===== config.mk =====
export PLATFORM = sky130hd
export DESIGN_NAME = bcd_display_scan
export DESIGN_NICKNAME = d
export VERILOG_FILES = /design/src/rtl/bcd_display_scan.sv
export SDC_FILE = /design/constraint.sdc
export NUM_CORES = 1
export LEC_CHECK = 0
export BUFFER_PORTS_ARGS = -buffer_cell sky130_fd_sc_hd__buf_4
export CORE_MARGIN = 1
export CORE_UTILIZATION = 62
export CTS_CLUSTER_SIZE = 16
export DETAILED_ROUTE_END_ITERATION = 7
export GPL_TIMING_DRIVEN = 0
export HOLD_SLACK_MARGIN = 0.12
export PLACE_DENSITY = 0.84
export SLEW_MARGIN = 5
export SYNTH_ARGS = -nofsm -noshare
export SYNTH_HDL_FRONTEND = slang
export SYNTH_SLANG_ARGS = --single-unit

===== constraint.sdc =====
create_clock -name clk -period 3.25 [get_ports clk]
set_clock_uncertainty 0.1 [all_clocks]
set_input_delay 0.65 -clock clk [delete_from_list [all_inputs] [get_ports clk]]
set_output_delay 0.65 -clock clk [all_outputs]
set_load 0.01 [all_outputs]

===== src/rtl/bcd_display_scan.sv =====
// Time-multiplexed 7-segment scanner for packed BCD words, double-buffered so a
// new value only reaches the display at a scan-frame boundary (no tearing).
module bcd_display_scan #(
  parameter int NUM_DIGITS  = 4,
  parameter int REFRESH_DIV = 100000,
  parameter bit BLANK_LZ    = 1'b1
) (
  input  logic                    clk,
  input  logic                    rst_n,
  input  logic [4*NUM_DIGITS-1:0] bcd_in,
  input  logic [NUM_DIGITS-1:0]   dp_in,
  input  logic                    bcd_valid,
  output logic [NUM_DIGITS-1:0]   an,
  output logic [6:0]              seg,
  output logic                    dp,
  output logic                    frame_done
);

  localparam int IW = (NUM_DIGITS > 1) ? $clog2(NUM_DIGITS) : 1;
  localparam int CW = (REFRESH_DIV > 1) ? $clog2(REFRESH_DIV) : 1;
  localparam int BW = 5 * NUM_DIGITS;
  localparam logic [CW-1:0] CNT_MAX = CW'(REFRESH_DIV - 1);
  localparam logic [IW-1:0] IDX_MAX = IW'(NUM_DIGITS - 1);

  // Buffers hold {dp bits, packed BCD}; dp bits sit above the BCD nibbles.
  logic [CW-1:0]         cnt_p0;
  logic [IW-1:0]         idx_p0;
  logic                  tick_p0;
  logic                  wrap_p0;
  logic [BW-1:0]         pend_reg;
  logic [BW-1:0]         disp_reg;
  logic                  pending;
  logic                  run_p1;
  logic [3:0]            cur_bcd_p0;
  logic                  cur_dp_p0;
  logic                  lz_run;
  logic [NUM_DIGITS-1:0] lead_zero_p0;
  logic                  blank_p0;
  logic [NUM_DIGITS-1:0] an_nxt_p0;
  logic [6:0]            seg_nxt_p0;

  // Active-high gfedcba pattern; non-decimal codes show a dash.
  function automatic logic [6:0] seg_decode(input logic [3:0] d);
    logic [6:0] s;
    case (d)
      4'd0:    s = 7'h3F;
      4'd1:    s = 7'h06;
      4'd2:    s = 7'h5B;
      4'd3:    s = 7'h4F;
      4'd4:    s = 7'h66;
      4'd5:    s = 7'h6D;
      4'd6:    s = 7'h7D;
      4'd7:    s = 7'h07;
      4'd8:    s = 7'h7F;
      4'd9:    s = 7'h6F;
      default: s = 7'h40;
    endcase
    return s;
  endfunction

  // Stage p0: refresh prescaler and digit index
  always_comb begin
    tick_p0 = (cnt_p0 == CNT_MAX);
    wrap_p0 = tick_p0 && (idx_p0 == IDX_MAX);
  end

  always_ff @(posedge clk or negedge rst_n) begin
    if (!rst_n) begin
      cnt_p0     <= '0;
      idx_p0     <= '0;
      frame_done <= 1'b0;
    end else begin
      cnt_p0     <= tick_p0 ? '0 : cnt_p0 + 1'b1;
      if (tick_p0)
        idx_p0 <= wrap_p0 ? '0 : idx_p0 + 1'b1;
      frame_done <= wrap_p0;
    end
  end

  // Capture overrides the commit's clear of pending, so a strobe on the commit
  // edge lands in pend_reg while disp_reg takes the older buffered value.
  always_ff @(posedge clk or negedge rst_n) begin
    if (!rst_n) begin
      pend_reg <= '0;
      disp_reg <= '0;
      pending  <= 1'b0;
    end else begin
      if (wrap_p0 && pending) begin
        disp_reg <= pend_reg;
        pending  <= 1'b0;
      end
      if (bcd_valid) begin
        pend_reg <= {dp_in, bcd_in};
        pending  <= 1'b1;
      end
    end
  end

  always_comb begin
    lz_run       = 1'b1;
    lead_zero_p0 = '0;
    for (int i = NUM_DIGITS - 1; i >= 0; i--) begin
      lz_run          = lz_run && (disp_reg[4*i +: 4] == 4'd0);
      lead_zero_p0[i] = lz_run;
    end
  end

  always_comb begin
    cur_bcd_p0 = disp_reg[4*int'(idx_p0) +: 4];
    cur_dp_p0  = disp_reg[4*NUM_DIGITS + int'(idx_p0)];
    blank_p0   = BLANK_LZ && (idx_p0 != '0) && lead_zero_p0[idx_p0];
    an_nxt_p0  = '1;
    an_nxt_p0[idx_p0] = 1'b0;
    seg_nxt_p0 = blank_p0 ? 7'h7F : ~seg_decode(cur_bcd_p0);
  end

  // Stage p1: registered display drive; run_p1 keeps everything dark for the
  // first edge after reset so digit 0 lights on the second edge.
  always_ff @(posedge clk or negedge rst_n) begin
    if (!rst_n) begin
      run_p1 <= 1'b0;
      an     <= '1;
      seg    <= 7'h7F;
      dp     <= 1'b1;
    end else begin
      run_p1 <= 1'b1;
      an     <= run_p1 ? an_nxt_p0  : '1;
      seg    <= run_p1 ? seg_nxt_p0 : 7'h7F;
      dp     <= run_p1 ? ~cur_dp_p0 : 1'b1;
    end
  end

endmodule


# [After elaboration in Yosys (flattened, before gate mapping)]
# Memories as Yosys holds them, arrays and structs flattened.
# Index checks and enable logic that the tools add are counted.
[op_classes] addsub=3 n_lt_le_gt_ge=3 n_eq_ne=2 shifts=1 n_mux=15 bitwise_logic=3 n_reduce_logical=13
[ops] op="20-bit by 5-bit indexed part select with 4-bit output" n=1
[ops] op="17-bit by 1-bit adder with 17-bit output, second input constant" n=1
[ops] op="17-bit == test, second input constant" n=1
[ops] op="17-bit 2-to-1 mux" n=1
[ops] op="4-bit logical NOT" n=4
[ops] op="7-bit 2-to-1 mux" n=2
[ops] op="1-bit logical AND" n=7
[ops] op="1-bit 2-to-1 mux" n=7
[ops] op="7-bit NOT" n=1
[ops] op="5-bit by 2-bit adder with 6-bit output, first input constant" n=1
[ops] op="6-bit less-than comparator, second input constant" n=1
[ops] op="1-bit binary-select mux with 5-bit select" n=1
[ops] op="4-bit 2-to-1 mux" n=1
[ops] op="4-bit NOT" n=1
[ops] op="2-bit nonzero test" n=2
[ops] op="2-bit by 3-bit less-than comparator with 1-bit output, second input constant" n=1
[ops] op="2-bit by 1-bit adder with 2-bit output, second input constant" n=1
[ops] op="1-bit binary-select mux with 2-bit select" n=1
[ops] op="1-bit demux with 2-bit select" n=1
[ops] op="2-bit == test, second input constant" n=1
[ops] op="2-bit by 1-bit >= comparator with 1-bit output, second input constant" n=1
[ops] op="2-bit 2-to-1 mux" n=1
[ops] op="1-bit NOT" n=1
[word_totals] reg_bits=74 mem_bits_ro=112 input_bits=23 output_inout_bits=13 word_cells=51 mem_count=1
[mem_list] memory="(name not given)" words=16 word_bits=7 read_ports=1 rd_clocked_by_memory_dff=0 wr=0 line="45" text="case (d)"

# [Depth between registers and ports, before layout]
# Gate-level depths: netlist of the first run.
[logic_depth] depth_word=9 depth_mapped=8 mapped_depth_nobuf=7

# [Worst setup path after synthesis of the first run]
# Ideal clock, no wire load.
[synth_timing] path_type="reg-to-reg" start="register cnt_p0[6]" end="register disp_reg[0]" setup_ps=125 t_arrival_ps=1875 required_ps=3025 slack_ps=1150 path_stages_with_launch=6 path_buffers=1 synth_period_minus_slack_ps=2100 cell_sequence="dfrtp_1 -> or4b_4 -> nor4_2 -> and3_4 -> buf_12 -> mux2_4"
[synth_between] elab_chain_cells=3
[synth_lines] element="from (decl)" line="26" text="logic [CW-1:0] cnt_p0;"
[synth_lines] element="from (signal assigned)" line="73" text="cnt_p0 <= tick_p0 ? '0 : cnt_p0 + 1'b1;"
[synth_lines] element="17-bit == test" line="63" text="tick_p0 = (cnt_p0 == CNT_MAX);"
[synth_lines] element="1-bit logical AND" line="64" text="wrap_p0 = tick_p0 && (idx_p0 == IDX_MAX);"
[synth_lines] element="1-bit logical AND" line="88" text="if (wrap_p0 && pending) begin"
[synth_lines] element="to (signal assigned)" line="89" text="disp_reg <= pend_reg;"
[synth_lines] element="to (decl)" line="31" text="logic [BW-1:0] disp_reg;"
# No other way between the ends.
# A chain may end at the register's enable or synchronous reset.

# [Worst setup path after layout of the first run]
[layout_timing] start="register idx_p0[0]" end="register seg[3]"
[layout_between] elab_chain_cells=5 elab_cells_between_ends=9 classes_between="1 x shift; 4 x mux; 1 x bitwise; 2 x reduce/logical; 1 x memory"
[layout_lines] element="from (decl)" line="27" text="logic [IW-1:0] idx_p0;"
[layout_lines] element="from (signal assigned)" line="75" text="idx_p0 <= wrap_p0 ? '0 : idx_p0 + 1'b1;"
[layout_lines] element="20-bit by 5-bit indexed part select with 4-bit output / 1-bit binary-select mux with 2-bit select (equally long branches)" line="109, 111"
[layout_lines] element="memory read 16 x 7 bit / 1-bit 2-to-1 mux (equally long branches)"
[layout_lines] element="7-bit NOT / 1-bit logical AND (equally long branches)" line="114, 111"
[layout_lines] element="7-bit 2-to-1 mux *" line="114" text="seg_nxt_p0 = blank_p0 ? 7'h7F : ~seg_decode(cur_bcd_p0);"
[layout_lines] element="7-bit 2-to-1 mux *" line="128" text="seg <= run_p1 ? seg_nxt_p0 : 7'h7F;"
[layout_lines] element="to (signal assigned)" line="128"
[layout_lines] element="to (decl)" line="14" text="output logic [6:0] seg,"
# Every way passes the cells marked *; elsewhere a longest branch is shown, timed or not. The select of a mux whose other input is x is not followed.

==> results of run 1 <==
==> power groups by stage <==
| stage | sequential, mW | clock, mW | combinational [mW] |
|---|---|---|---|
| 6_report | 0.969 | 0.777 | 0.0834 |
| 5_1_grt | 0.973 | 0.825 | 0.0931 |
| 4_1_cts | 0.970 | 0.795 | 0.0853 |
| 3_5_place_dp | 0.987 | 0 | 0.0852 |
| 3_3_place_gp | 0.985 | 0 | 0.0828 |
| 2_1_floorplan | 0.984 | 0 | 0.0340 |
==> metrics by stage <==
step	area [µm²]	instances	util (%)
after global routing	3930	368	76.0
after floorplan	3360	247	-
after global placement	3710	352	71.8
final	3930	368	76.0
after detailed placement	3710	352	71.8
after CTS	3930	368	76.0
==> synth_stat cells (6+ instances only) <==
library cell | instances | share of area [%]
dfstp_2 | 12 | 9.4
nor2_1 | 13 | 1.5
nand3_1 | 10 | 1.5
nand2_1 | 13 | 1.5
mux2_2 | 21 | 7.0
xor2_1 | 9 | 2.3
clkbuf_1 | 6 | 0.67
nor4_1 | 7 | 1.3
dfrtp_1 | 62 | 46
ha_1 | 10 | 3.7
inv_1 | 9 | 1.0
mux2_4 | 20 | 8.9
==> path summary, 6_finish.rpt <==
kind	start	end	slack, ps	depth (start not counted)
min in group clk	run_p1$_DFF_PN0_	seg[5]$_DFF_PN1_	370	1
max in group asynchronous	rst_n	disp_reg[0]$_DFFE_PN0P_	2170	1
max reg2reg	idx_p0[0]$_DFFE_PN0N_	seg[3]$_DFF_PN1_	960	8
max	idx_p0[0]$_DFFE_PN0N_	seg[3]$_DFF_PN1_	960	8
min reg2reg	run_p1$_DFF_PN0_	seg[5]$_DFF_PN1_	370	1
min	rst_n	frame_done$_DFF_PN0_	330	1
==> final cells by class <==
| class | instances | area share [%] |
|---|---|---|
| clock buffer | 10 | 3.25 |
| tap | 70 | 2.23 |
| sequential | 74 | 47.5 |
| inverter | 9 | 0.859 |
| clock inverter | 6 | 2.29 |
| buffer | 10 | 1.85 |
| timing repair buffer | 35 | 6.68 |
| multi-input combinational | 154 | 35.4 |
==> layout by cell type, fill, tap and decap left out, types with 3 or more instances in the layout <==
cell type and n:
buf_4 35, clkbuf_1 7, clkbuf_8 9, dfrtp_1 62, dfstp_2 12, ha_1 10, inv_1 9, mux2_2 21
mux2_4 20, mux2i_1 3, mux4_2 5, nand2_1 13, nand3_1 10, nand4_1 5, nor2_1 13, nor3_1 3
nor4_1 7, o21ai_0 3, o22ai_1 3, xnor2_1 5, xor2_1 9
==> kinds of logic after synthesis <==
group | synth area share (%)
compound gates | 2.31
xor+xnor | 3.65
fa+ha+maj | 3.72
buf+inv | 3.16
flops | 55.5
mux | 20.2
other cells | 0.112
simple gates | 11.3
==> worst register-to-register path, delay by kind of cell, from the launching register on <==
family,cells,cell delay [ps]
multiplexers,2,750
buffers and inverters,3,440
flip-flops,1,380
AND/OR/NAND/NOR,2,370
adder cells (fa/ha/maj),1,160
==> routing by layer <==
| layer | vias up | wire (µm) | track usage [%] | part of all wire [%] |
|---|---|---|---|---|
| li1 | 963 | - | - | - |
| met1 | 973 | 2540 | 30.0 | 46 |
| met2 | 41 | 2630 | 34.6 | 48 |
| met3 | 10 | 213 | 7.28 | 3.9 |
| met4 | 0 | 95 | 10.1 | 1.7 |
| met5 | - | 0 | 0 | 0 |
==> results by group, run 1 <==
Outcome
  – Run status: finished clean

Critical path
  – Crit path largest cell delay: 620 ps
  – CP max FO: 9
  – Bufs and invs on worst path: 3
  – Crit path cell chain: buf_2 -> mux4_2 -> inv_1 -> ha_1 -> inv_1 -> or2_2 -> mux2i_1 -> nand3_1
  – Data required, critical path: between 3000 and 4000 ps
  – Cell mode on critical path: inv_1
  – Startpoint types: flip-flop
  – CP Class: reg2reg
  – Crit path DAT: 2440 ps
  – Nature of the critical path endpoint: flip-flop
  – Cell family with most CP delay: multiplexers
  – CP max-delay cell: mux4_2

Clock tree
  – H-tree depth: 3
  – Clock Path Buffers: 2
  – Post_cts resized: 0
  – Clk slew on worst S/H paths: approximately 80 ps
  – TritonCTS Buffers: 9
  – Root Buffer: clkbuf_8
  – CTS tree: yes
  – Number of setup buffers added after CTS: 0
  – Clock Latency Late Sink: about 350 ps
  – Clock sinks: 74
  – Hold-fix buffers, CTS: 0

Detailed routing
  – Via density: 5.40
  – Detailed-route wire length: 5480 µm
  – DRC: 0
  – Routed wire per std cell: between 10 and 15 µm
  – ANT nets after route: 0
  – Routed vias: 1,987
  – DR iter-0 viols: 80
  – Detailed Routing Iterations Pass 1: 4

Yosys
  – Post-Syn Nets: between 200 and 300
  – Number of synthesized flops with an enable pin: 0
  – Cell count after synthesis: 247
  – Synth Area per Inst: 13.6 µm²
  – Asr flop ratio synth: 100%
  – Main synth FF type: dfrtp_1
  – #FFs+latches synth: 74
  – Cell variety after synth: 39
  – Mapped cell area: 3360 µm²
  – Yosys synthesis warning count: 0
  – Sequential fraction of the synthesis area: 55.5%

Power and ir drop
  – P_sw: 395 µW
  – Clk pwr share: 42.5%
  – Leakage: 1.76 nW
  – Comb pwr share: 4.6%
  – P per Cell Area: approximately 470 nW/µm²
  – Total power: 1.83 mW
  – Int Power: 1.43 mW
  – Sequential share of power: 53.0%
  – VDD IR max: 0.393 mV
  – Sw Ratio: 21.6%

Finish
  – Area grow syn2layout: 16.9%
  – Final nets: approximately 330
  – # diodes: 0
  – Layout cells sized above 1: between 30% and 40%
  – Area of the multi-input gates: 1390 µm²
  – FF+latch area: roughly 1900 µm²
  – Fill count: 341

Hold path
  – Worst Hold Class: in2async

Global route
  – Residual overflow from global routing: 0
  – Number of global-route vias before repair: around 1,900
  – GRT Total Usage: a little under a quarter
  – First-pass GRT wire length: 9070 µm
  – Initial antenna violation count: 0
  – Largest net degree at the start of global routing: 75

STA
  – Fin worst setup slack: 962 ps
  – Final setup viols: 0
  – Hold_ws: approximately 330 ps
  – Tcrit/Tclk final: 70.4%
  – Final slew viol count: 0
  – Hold Vio Cnt, Final: 0
  – Rel. slew slack: 41.5%
  – Fmax: 437 MHz
  – Post-route setup TNS: 0 ps
  – RSZ-0062 raised after global routing: no
  – Measured slew at the worst slew-check pin: around 900 ps
  – Final Critical Period: between 2000 and 2500 ps

Floorplan
  – Die area: between 5000 and 6000 µm²
  – Die Ht: 75.7 µm
  – FP Rows: 26
  – Starting Density: approximately 65%
  – IO Pins: 36
  – Core area: between 5000 and 6000 µm²
  – Die width: 75.7 µm

Run
  – Max Cap Viol: 0

Placed design
  – DP HPWL: 3870 µm
  – Pre-CTS setup slack: 968 ps
  – PortBufs: 35
  – Placer Congestion: 0.823
No activity file was read; power rests on OpenSTA's default activity.
==> run 2, diff against run 1 <==
--- a/config.mk
+++ b/config.mk
@@ -5,14 +5,15 @@
 export SDC_FILE = /design/constraint.sdc
 export NUM_CORES = 1
 export LEC_CHECK = 0
+export ABC_AREA = 1
 export BUFFER_PORTS_ARGS = -buffer_cell sky130_fd_sc_hd__buf_4
 export CORE_MARGIN = 1
-export CORE_UTILIZATION = 62
+export CORE_UTILIZATION = 59
 export CTS_CLUSTER_SIZE = 16
 export DETAILED_ROUTE_END_ITERATION = 7
 export GPL_TIMING_DRIVEN = 0
 export HOLD_SLACK_MARGIN = 0.12
-export PLACE_DENSITY = 0.84
+export PLACE_DENSITY = 0.79
 export SLEW_MARGIN = 5
 export SYNTH_ARGS = -nofsm -noshare
 export SYNTH_HDL_FRONTEND = slang
==> constraint.sdc (replaced) <==
create_clock -name clk -period 2.19 [get_ports clk]
set_clock_uncertainty 0.1 [all_clocks]
set_input_delay 0.438 -clock clk [delete_from_list [all_inputs] [get_ports clk]]
set_output_delay 0.438 -clock clk [all_outputs]
set_load 0.01 [all_outputs]
==> run 2 against run 1 <==
Effect of this change:
- core utilization decreased by 4.5 points
- die area increased by 19%
- flip-flop and latch count unchanged
- global-route usage increased by 2.4 points
- cell area increased by 11%
- total power increased by 37%
- synthesized cell count increased by 91%
- maximum frequency increased by 12%
- setup slack got worse by 820 ps
- area after synthesis increased by 14%
- largest power group unchanged
==> results by group, run 2 <==
Outcome
  – Run status: finished clean

Yosys
  – Number of synthesized flops with an enable pin: 0
  – Post-Syn Nets: 504
  – Post-Synth XOR/XNOR Area: 0.916%
  – Post-synthesis simple-gate area fraction: 28.2%
  – Post-synth top cells: 125 x nand2_1, 92 x inv_1, 62 x dfrtp_1
  – Yosys synthesis warning count: 0
  – Main synth FF type: dfrtp_1
  – Synth area leader: dfrtp_1
  – Cell count after synthesis: 471
  – Post-Synth Adder-Cell Area: 3.27%
  – Synth Area in Compound Gates: between 5 and 6%
  – Largest family of logic cells by synthesized area: simple AND/OR/NAND/NOR gates
  – Synth Area per Inst: between 8 and 9 µm²
  – Cell variety after synth: 31
  – Area contributors post-synth: dfrtp_1 41%, nand2_1 12%, inv_1 9.0%
  – Mapped cell area: 3820 µm²
  – Top-area cell type share of the netlist area: slightly above 40%
  – #FFs+latches synth: 74
  – Count leader, synth: nand2_1
  – Multiplexer share of the synthesized area: 0%
  – Sequential fraction of the synthesis area: between 40 and 50%
  – Asr flop ratio synth: 100%

STA
  – Rel. slew slack: 40.5%
  – Final slew viol count: 0
  – Hold Vio Cnt, Final: 0
  – Post-route setup TNS: 0 ps
  – Final Critical Period: 2050 ps
  – RSZ-0062 raised after global routing: no
  – Fin worst setup slack: 144 ps
  – Measured slew at the worst slew-check pin: approximately 890 ps
  – Final setup viols: 0
  – Fmax: 489 MHz
  – Tcrit/Tclk final: 93.4%

Placed design
  – Pre-CTS setup slack: 126 ps
  – Placer Congestion: 0.846
  – PortBufs: 35
  – DP HPWL: between 5000 and 6000 µm

Critical path
  – Nature of the critical path endpoint: flip-flop
  – Crit. Startpoint: idx_p0[0]$_DFFE_PN0N_
  – CP Class: reg2reg
  – CP max FO: 10
  – Register-to-Register Setup Slack: 140 ps
  – R2R cell count: 8
  – Critical R2R Capture: seg[3]$_DFF_PN1_
  – Crit path DAT: roughly 2200 ps
  – Worst r2r src: idx_p0[0]$_DFFE_PN0N_
  – Startpoint types: flip-flop
  – Worst Setup EP: seg[3]$_DFF_PN1_
  – Data required, critical path: 2350 ps

Power and ir drop
  – VDD IR max: 0.452 mV
  – Leakage: between 2 and 2.5 nW
  – P per Cell Area: approximately 570 nW/µm²

Floorplan
  – Die width: 82.5 µm
  – Core area: 6100 µm²
  – Die Ht: ~83 µm
  – IO Pins: 36
  – FP Rows: 28
  – Die area: 6810 µm²
  – Starting Density: 62.7%

Clock tree
  – H-tree depth: 3
  – CTS tree: yes
  – Clock Path Buffers: 2
  – Clock sinks: 74
  – Clk slew on worst S/H paths: 70 ps
  – Hold-fix buffers, CTS: 0
  – Root Buffer: clkbuf_8
  – Clock Latency Late Sink: 340 ps
  – TritonCTS Buffers: 9

Finish
  – Commonest non-fill, non-tap cell in the layout: nand2_1
  – Most frequent cells in the layout: 125 x nand2_1, 92 x inv_1, 62 x dfrtp_1
  – Layout cells sized above 1: 18.6%
  – Fill count: just under 500
  – Layout Utilization: 71.5%
  – Area grow syn2layout: 14.0%
  – # diodes: 0
  – Final nets: 550

Global route
  – Initial antenna violation count: 0
  – First-pass GRT wire length: between 10,000 and 15,000 µm
  – Residual overflow from global routing: 0
  – Largest net degree at the start of global routing: 75
  – GRT Total Usage: 25.1%
  – Number of global-route vias before repair: around 2,800

Run
  – Max Cap Viol: 0

Detailed routing
  – ANT nets after route: 0
  – Routed wire per std cell: 12.6 µm
  – DR iter-0 viols: about 120
  – Routed vias: 3,024
  – Detailed-route wire length: 7490 µm
  – Detailed Routing Iterations Pass 1: 4
  – Via density: slightly above 5
  – DRC: 0

Hold path
  – Worst Hold Class: in2async
run 2: changes by cell type after synthesis, sizes merged, moves of 5 or more:
cell / previous run / this run
nand2: 13 / 134
mux4: 5 / 0
xor2: 9 / 4
mux2: 41 / 0
nor2: 13 / 36
inv: 9 / 98
nand3: 10 / 23
nand4: 5 / 28
nor4: 8 / 0
a21oi: 2 / 8
o21ai: 3 / 29
xnor2: 5 / 0
run 2: worst min path at each step:
| stage | startpoint | endpoint | slack [ps] | cells past startpoint |
|---|---|---|---|---|
| final | rst_n | cnt_p0[8]$_DFF_PN0_ | 100 | 1 |
| after global placement | cnt_p0[0]$_DFF_PN0_ | cnt_p0[0]$_DFF_PN0_ | 340 | 1 |
| after floorplan | rst_n | cnt_p0[0]$_DFF_PN0_ | 40 | 0 |
| after global routing | rst_n | cnt_p0[8]$_DFF_PN0_ | 190 | 1 |
| after CTS | rst_n | cnt_p0[8]$_DFF_PN0_ | 150 | 1 |
| after detailed placement | cnt_p0[0]$_DFF_PN0_ | cnt_p0[0]$_DFF_PN0_ | 360 | 1 |
run 2: kinds of logic (layout without fill, tap and decap cells):
| logic type | after synthesis | count (layout) |
|---|---|---|
| compound gates | 40 | 40 |
| fa+ha+maj | 10 | 10 |
| buf+inv | 113 | 163 |
| simple gates | 229 | 229 |
| flops | 74 | 74 |
| other cells | 1 | 1 |
| xor+xnor | 4 | 4 |
run 2: metrics by stage:
stage               total power [mW]  cells  instance area, µm²  hold slack [ps]
floorplan                       1.50    471                3820             42.4
global placement                1.57    581                4180              345
detailed placement              1.58    581                4180              363
CTS                             2.51    596                4350              149
global route                    2.59    596                4360              187
finish                          2.50    596                4360             97.5
run 2: power by group:
| group | internal, mW | switching (mW) | total (mW) |
|---|---|---|---|
| clock | 0.462 | 0.484 | 0.946 |
| combinational | 0.0515 | 0.0805 | 0.132 |
| sequential | 1.41 | 0.0109 | 1.42 |
| total | 1.92 | 0.575 | 2.50 |
run 2: routing by layer:
layer,vias up,GRT usage [%],share of wire [%]
li1,1536,-,-
met1,1414,34.2,47
met2,65,40.2,48
met3,9,3.96,3.6
met4,0,10.0,1.5
met5,-,0,0
run 2: worst max-delay path, stage by stage (launching register included):
cell	delay, ps
dfrtp_1	510
buf_2	260
nand2_1	110
a32oi_2	270
inv_1	130
ha_1	310
nand3_1	100
nand3_1	100
nand4_1	90
run 2: cell type report:
class                           instances  area (µm²)  area share [%]
Tap cell                               75        93.8            2.15
Buffer                                 15         138            3.16
Inverter                               98         368            8.44
Multi-Input combinational cell        284        1460            33.5
Clock inverter                          3        15.0           0.345
Timing Repair Buffer                   35         263            6.03
Sequential cell                        74        1870            42.8
Clock buffer                           12         155            3.56
run 2: what timing repair did:
item | in CTS | in global routing
endpoints found under the hold margin | 0 | 0
resized for setup | 0 | 1
buffers inserted | 0 | 0
endpoints found under the setup margin | 0 | 1
